==> config.mk <==
export PLATFORM = sky130hd
export DESIGN_NAME = stoplight_phase_timer
export DESIGN_NICKNAME = d
export VERILOG_FILES = /design/src/rtl/stoplight_phase_timer.sv
export SDC_FILE = /design/constraint.sdc
export NUM_CORES = 1
export LEC_CHECK = 0
export BUFFER_PORTS_ARGS = -buffer_cell sky130_fd_sc_hd__buf_4
export CAP_MARGIN = 10
export CORE_ASPECT_RATIO = 0.5
export CORE_MARGIN = 3
export CORE_UTILIZATION = 52
export CTS_CLUSTER_DIAMETER = 80
export DETAILED_ROUTE_END_ITERATION = 7
export GPL_TIMING_DRIVEN = 0
export PLACE_DENSITY = 0.75
export SLEW_MARGIN = 20
export SYNTH_ARGS = -nofsm -noshare
export SYNTH_HDL_FRONTEND = slang
export SYNTH_SLANG_ARGS = --single-unit
==> constraint.sdc <==
create_clock -name clk -period 2.69 [get_ports clk]
set_input_delay 0.807 -clock clk [delete_from_list [all_inputs] [get_ports clk]]
set_output_delay 0.807 -clock clk [all_outputs]
set_load 0.005 [all_outputs]
==> src/rtl/stoplight_phase_timer.sv <==
// Stoplight phase timer: follows the observed light phase, counts its dwell time
// and pulses the sequencer's advance input, shortening green for pedestrians.
module stoplight_phase_timer #(
  parameter int RED_TICKS   = 8,
  parameter int BLANK_TICKS = 1,
  parameter int YEL_TICKS   = 3,
  parameter int GRN_TICKS   = 6,
  parameter int PED_MIN     = 2,
  parameter int WAIT_LIMIT  = 4,
  parameter int CNT_W       = 8
) (
  input  logic             clk,
  input  logic             rst,
  input  logic             enable,
  input  logic             r,
  input  logic             y,
  input  logic             g,
  input  logic             ped_req,
  output logic             advance,
  output logic [1:0]       phase,
  output logic [CNT_W-1:0] remaining,
  output logic             ped_walk,
  output logic             fault
);

  localparam logic [1:0] PH_RED   = 2'b00;
  localparam logic [1:0] PH_BLANK = 2'b01;
  localparam logic [1:0] PH_YEL   = 2'b10;
  localparam logic [1:0] PH_GRN   = 2'b11;

  localparam logic [CNT_W-1:0] RED_T   = CNT_W'(RED_TICKS);
  localparam logic [CNT_W-1:0] BLANK_T = CNT_W'(BLANK_TICKS);
  localparam logic [CNT_W-1:0] YEL_T   = CNT_W'(YEL_TICKS);
  localparam logic [CNT_W-1:0] GRN_T   = CNT_W'(GRN_TICKS);
  localparam logic [CNT_W-1:0] PED_T   = CNT_W'(PED_MIN);
  localparam logic [CNT_W-1:0] WAIT_T  = CNT_W'(WAIT_LIMIT);
  localparam logic [CNT_W-1:0] ZERO_T  = {CNT_W{1'b0}};
  localparam logic [CNT_W-1:0] ONE_T   = {{(CNT_W-1){1'b0}}, 1'b1};

  typedef enum logic [1:0] {
    ST_IDLE  = 2'b00,
    ST_COUNT = 2'b01,
    ST_WAIT  = 2'b10,
    ST_FAULT = 2'b11
  } state_t;

  state_t           state_r;
  logic [CNT_W-1:0] wait_cnt_r;
  logic             ped_pending_r;

  logic [CNT_W-1:0] wait_next_s;
  logic [CNT_W-1:0] load_ticks_s;
  logic [1:0]       code_phase_s;
  logic             code_illegal_s;
  logic             pend_eff_s;
  logic             run_s;
  logic             load_s;

  // Classify the observed light code; two or more lamps lit is illegal
  always_comb begin
    code_illegal_s = 1'b0;
    code_phase_s   = PH_BLANK;
    case ({r, y, g})
      3'b100:  code_phase_s = PH_RED;
      3'b000:  code_phase_s = PH_BLANK;
      3'b010:  code_phase_s = PH_YEL;
      3'b001:  code_phase_s = PH_GRN;
      default: code_illegal_s = 1'b1;
    endcase
  end

  // Dwell count for the phase currently on the lights
  always_comb begin
    load_ticks_s = GRN_T;
    case (code_phase_s)
      PH_RED:   load_ticks_s = RED_T;
      PH_BLANK: load_ticks_s = BLANK_T;
      PH_YEL:   load_ticks_s = YEL_T;
      PH_GRN:   load_ticks_s = GRN_T;
      default:  load_ticks_s = GRN_T;
    endcase
  end

  // Edge qualification: a request arriving this edge already counts for the green cap
  always_comb begin
    run_s       = 1'b0;
    load_s      = 1'b0;
    wait_next_s = wait_cnt_r + ONE_T;
    pend_eff_s  = ped_pending_r | ped_req;
    if (enable && !code_illegal_s && (state_r != ST_FAULT)) begin
      run_s  = 1'b1;
      load_s = (state_r == ST_IDLE) ||
               ((state_r == ST_WAIT) && (code_phase_s != phase));
    end else begin
      run_s  = 1'b0;
      load_s = 1'b0;
    end
  end

  // Main controller: fault capture, phase load, dwell countdown and advance handshake
  always_ff @(posedge clk) begin
    if (rst) begin
      state_r    <= ST_IDLE;
      advance    <= 1'b0;
      phase      <= PH_RED;
      remaining  <= ZERO_T;
      fault      <= 1'b0;
      wait_cnt_r <= ZERO_T;
    end else if (code_illegal_s || (state_r == ST_FAULT)) begin
      state_r <= ST_FAULT;
      fault   <= 1'b1;
      advance <= 1'b0;
    end else if (!run_s) begin
      advance <= 1'b0;
    end else if (load_s) begin
      state_r    <= ST_COUNT;
      phase      <= code_phase_s;
      remaining  <= load_ticks_s;
      wait_cnt_r <= ZERO_T;
      advance    <= 1'b0;
    end else begin
      case (state_r)
        ST_COUNT: begin
          if (remaining == ZERO_T) begin
            advance    <= 1'b1;
            state_r    <= ST_WAIT;
            wait_cnt_r <= ZERO_T;
          end else if ((phase == PH_GRN) && pend_eff_s && (remaining > PED_T)) begin
            advance   <= 1'b0;
            remaining <= PED_T;
          end else begin
            advance   <= 1'b0;
            remaining <= remaining - ONE_T;
          end
        end
        ST_WAIT: begin
          // Sequencer missed the pulse: poke it again and restart the timeout
          if (wait_next_s >= WAIT_T) begin
            advance    <= 1'b1;
            wait_cnt_r <= ZERO_T;
          end else begin
            advance    <= 1'b0;
            wait_cnt_r <= wait_next_s;
          end
        end
        default: begin
          advance <= 1'b0;
          state_r <= ST_IDLE;
        end
      endcase
    end
  end

  // Pedestrian latch and walk indication; a request during the red load stays pending
  always_ff @(posedge clk) begin
    if (rst) begin
      ped_pending_r <= 1'b0;
      ped_walk      <= 1'b0;
    end else if (load_s && (code_phase_s == PH_RED) && ped_pending_r) begin
      ped_walk      <= 1'b1;
      ped_pending_r <= ped_req;
    end else if (load_s && (code_phase_s != PH_RED)) begin
      ped_walk      <= 1'b0;
      ped_pending_r <= pend_eff_s;
    end else begin
      ped_pending_r <= pend_eff_s;
    end
  end

  stoplight_phase_timer_chk u_chk (
    .clk     (clk),
    .rst     (rst),
    .advance (advance),
    .fault   (fault)
  );

endmodule

// Invariant checker for the phase timer outputs.
module stoplight_phase_timer_chk (
  input logic clk,
  input logic rst,
  input logic advance,
  input logic fault
);

  a_fault_silences_advance: assert property (@(posedge clk) disable iff (rst) fault |-> !advance);

endmodule
==> flow_metrics.tcl <==
set metrics [dict create \
    synth_cell_types 43 \
    p_seq_frac 0.417 \
    crit_start "y" \
    gr-usage-all-layers 0.193 \
    syn_area_um2 1400 \
    antenna_found_initial 0 \
    clkLatencyLatePin_ns 0.28 \
    power_density_nw_per_um2 563 \
    row_count 12 \
    dpl_worst_slack_ns -0.0268 \
    clockBufferDepth 2 \
    synthFlopType "dfxtp_1" \
    grt_remaining_overflow 0 \
    switching_share 0.290 \
    critPathMaxFanout 9 \
    stdcell_count 226 \
    holdWs_ns 0.487 \
    clk_pin_slew_ns 0.09 \
    cp.arrival_ns 2.66 \
    gp_congestion 0.832 \
    fin_nets 208 \
    dpl_cell_area_um2 1560 \
    p_sw_mw 0.269 \
    ys_seq_area_frac 0.343 \
    slew_headroom 0.485 \
    final_area_um2 1640 \
    synth.avg_cell_area_um2 8.19 \
    routed_via_density 5.68 \
    die_y_um 42.7 \
    drtAntennaViolNets 0 \
    io_buffer_count 16 \
    core_area_um2 2390 \
    firstDrtPassIters 6 \
    postSynth.asyncResetShare 0 \
    drtIter0Drc 89 \
    fin_ws_ns 0.251 \
    vias 1283 \
    r2r_start "remaining[4]" \
    finalHoldViolations 0 \
    n_antenna_cell 0 \
    die-width_um 79.4 \
    drv_cap 0 \
    cts_root_buf "clkbuf_8" \
    ctsHoldBuffers 0 \
    seqCellArea_um2 480 \
    ir_worst_vdd_mv 0.321 \
    initial_core_util 0.586 \
    area_growth_pct 17.2 \
    yosys_register_bits 24 \
    h-tree-depth 1 \
    cts.sinks 24 \
    ys_warn_count 0 \
    synth_most_common_cell "dfxtp_1" \
    status "finished, final reports clean" \
    rsz0062_at_grt "no" \
    grt_pass1_vias 1083 \
    synthTopCellsByArea "dfxtp_1 (34%), ha_1 (8.0%), a21oi_1 (5.0%)" \
    cp-end-kind "flip-flop" \
    worst_hold_startpoint "fault" \
    period_needed_ns 2.44 \
    tightest_slew_ns 0.766 \
    worstSetupPathType "in -> reg" \
    post_cts_resized 0 \
    pwr-share-clk 0.353 \
    yosysTopAreaCell "dfxtp_1" \
    drt-total-wl_mm 3.05 \
    setup_viol 0 \
    critPathLaunchType "input port" \
    hpwl_mm 2.30 \
    placed_cells 222 \
    grt_max_degree 15 \
    remaining_drc_errors 0 \
    wire_per_inst_um 13.5 \
    worstRegToRegCells 6 \
    n_fill_cell 204 \
    synth-edff-count 0 \
    cts_setup_buffers 0 \
    p_int_mw 0.656 \
    syn-num-nets 187 \
    grt_pass1_wl_mm 5.11 \
    syn_inst 171 \
    multi_input_comb_area_um2 841 \
    cts_made_buffers 3 \
    combPwrFrac 0.231 \
    synthTopCellsByCount "dfxtp_1 (24), nor2_1 (16), a21oi_1 (14), nand2_1 (14), nor3_1 (12)" \
    drive_gt1_frac 0.162 \
    p_leak_nw 0.657 \
    hold_class "reg -> reg" \
    cts_tree "yes" \
    fin_crit_sh 0.907 \
    ioPinCount 20 \
    power_mw 0.924 \
    yosysTopAreaCellShare 0.343 \
    min_path_cells 2 \
    required_ns 2.91 \
    die_area_um2 3390 \
    fmax_ghz 0.410 \
    maxSlewViolCount 0 \
    fin_worst_skew_ns 0.00849 \
]
[power by group through the flow]
| stage | clock [mW] | combinational [mW] | sequential (mW) |
|---|---|---|---|
| 2_1_floorplan | 0 | 0.154 | 0.392 |
| 3_3_place_gp | 0 | 0.206 | 0.392 |
| 3_5_place_dp | 0 | 0.209 | 0.394 |
| 4_1_cts | 0.325 | 0.211 | 0.385 |
| 5_1_grt | 0.343 | 0.239 | 0.388 |
| 6_report | 0.326 | 0.213 | 0.385 |
[metal layers]
metal / vias up / track usage / routed length (um) / part of all wire
met5: - / 0 / 0 / 0
met3: 2 / 0.0572 / 212 / 0.070
met4: 0 / 0.0411 / 16 / 0.0052
met2: 38 / 0.278 / 1250 / 0.41
met1: 585 / 0.281 / 1580 / 0.52
li1: 658 / - / - / -
[worst paths after layout]
| path | to | slack [ns] |
|---|---|---|
| min | fault | 0.49 |
| max reg2reg | remaining[7] | 0.25 |
| min reg2reg | fault | 0.49 |
| max | wait_cnt_r[0] | 0.25 |
[flip-flops by register name, indices dropped and copies added, names as in the netlist]
signal / flops
advance: 1
fault: 1
ped_pending_r: 1
ped_walk: 1
phase: 2
remaining: 8
state_r: 2
wait_cnt_r: 8
[metrics by stage]
| stage | util | setup TNS (ns) |
|---|---|---|
| after global routing | 0.688 | 0 |
| after global placement | 0.655 | -0.00632 |
| after CTS | 0.685 | 0 |
| final | 0.688 | 0 |
| after floorplan | - | 0 |
| after detailed placement | 0.655 | -0.0398 |
[layout by cell type, fill, tap and decap left out, types with 3 or more instances in the layout]
cell,count
nor3_1,12
nand3_1,7
a21oi_1,14
o21ai_0,6
inv_1,11
nand2_1,14
buf_4,16
clkbuf_8,3
o31ai_1,3
nor2_1,16
dfxtp_1,24
nor4_1,4
ha_1,9
clkbuf_1,3
and2_1,8
[cells by family (layout without fill, tap and decap cells)]
kind of cell,count (synthesis),in the layout,share of synthesized area
and+or+nand+nor,77,77,0.297
AOI/OAI and AO/OA,39,39,0.191
DFF,24,24,0.343
buffers and inverters,18,38,0.0608
adders and majority gates,10,10,0.0876
xor gates and xnor gates,2,2,0.0125
muxes,1,1,0.00804
[area by class of cell]
cell class              instances  share of cell area
plain buffers                   7              0.0267
clock buffers                   3              0.0252
clock inverters                 1              0.0183
inverters                      11              0.0252
multi-input cells             129               0.512
flip-flops and latches         24               0.293
well taps                      35              0.0267
repair buffers                 16              0.0732
[critical path, cell delays in order]
cell      delay, ns
buf_2          0.15
or4_1          0.51
a41o_1         0.32
and2_1         0.19
buf_6          0.14
a211oi_4       0.34
mux2_2         0.21
(Power assumes the default switching activity.)
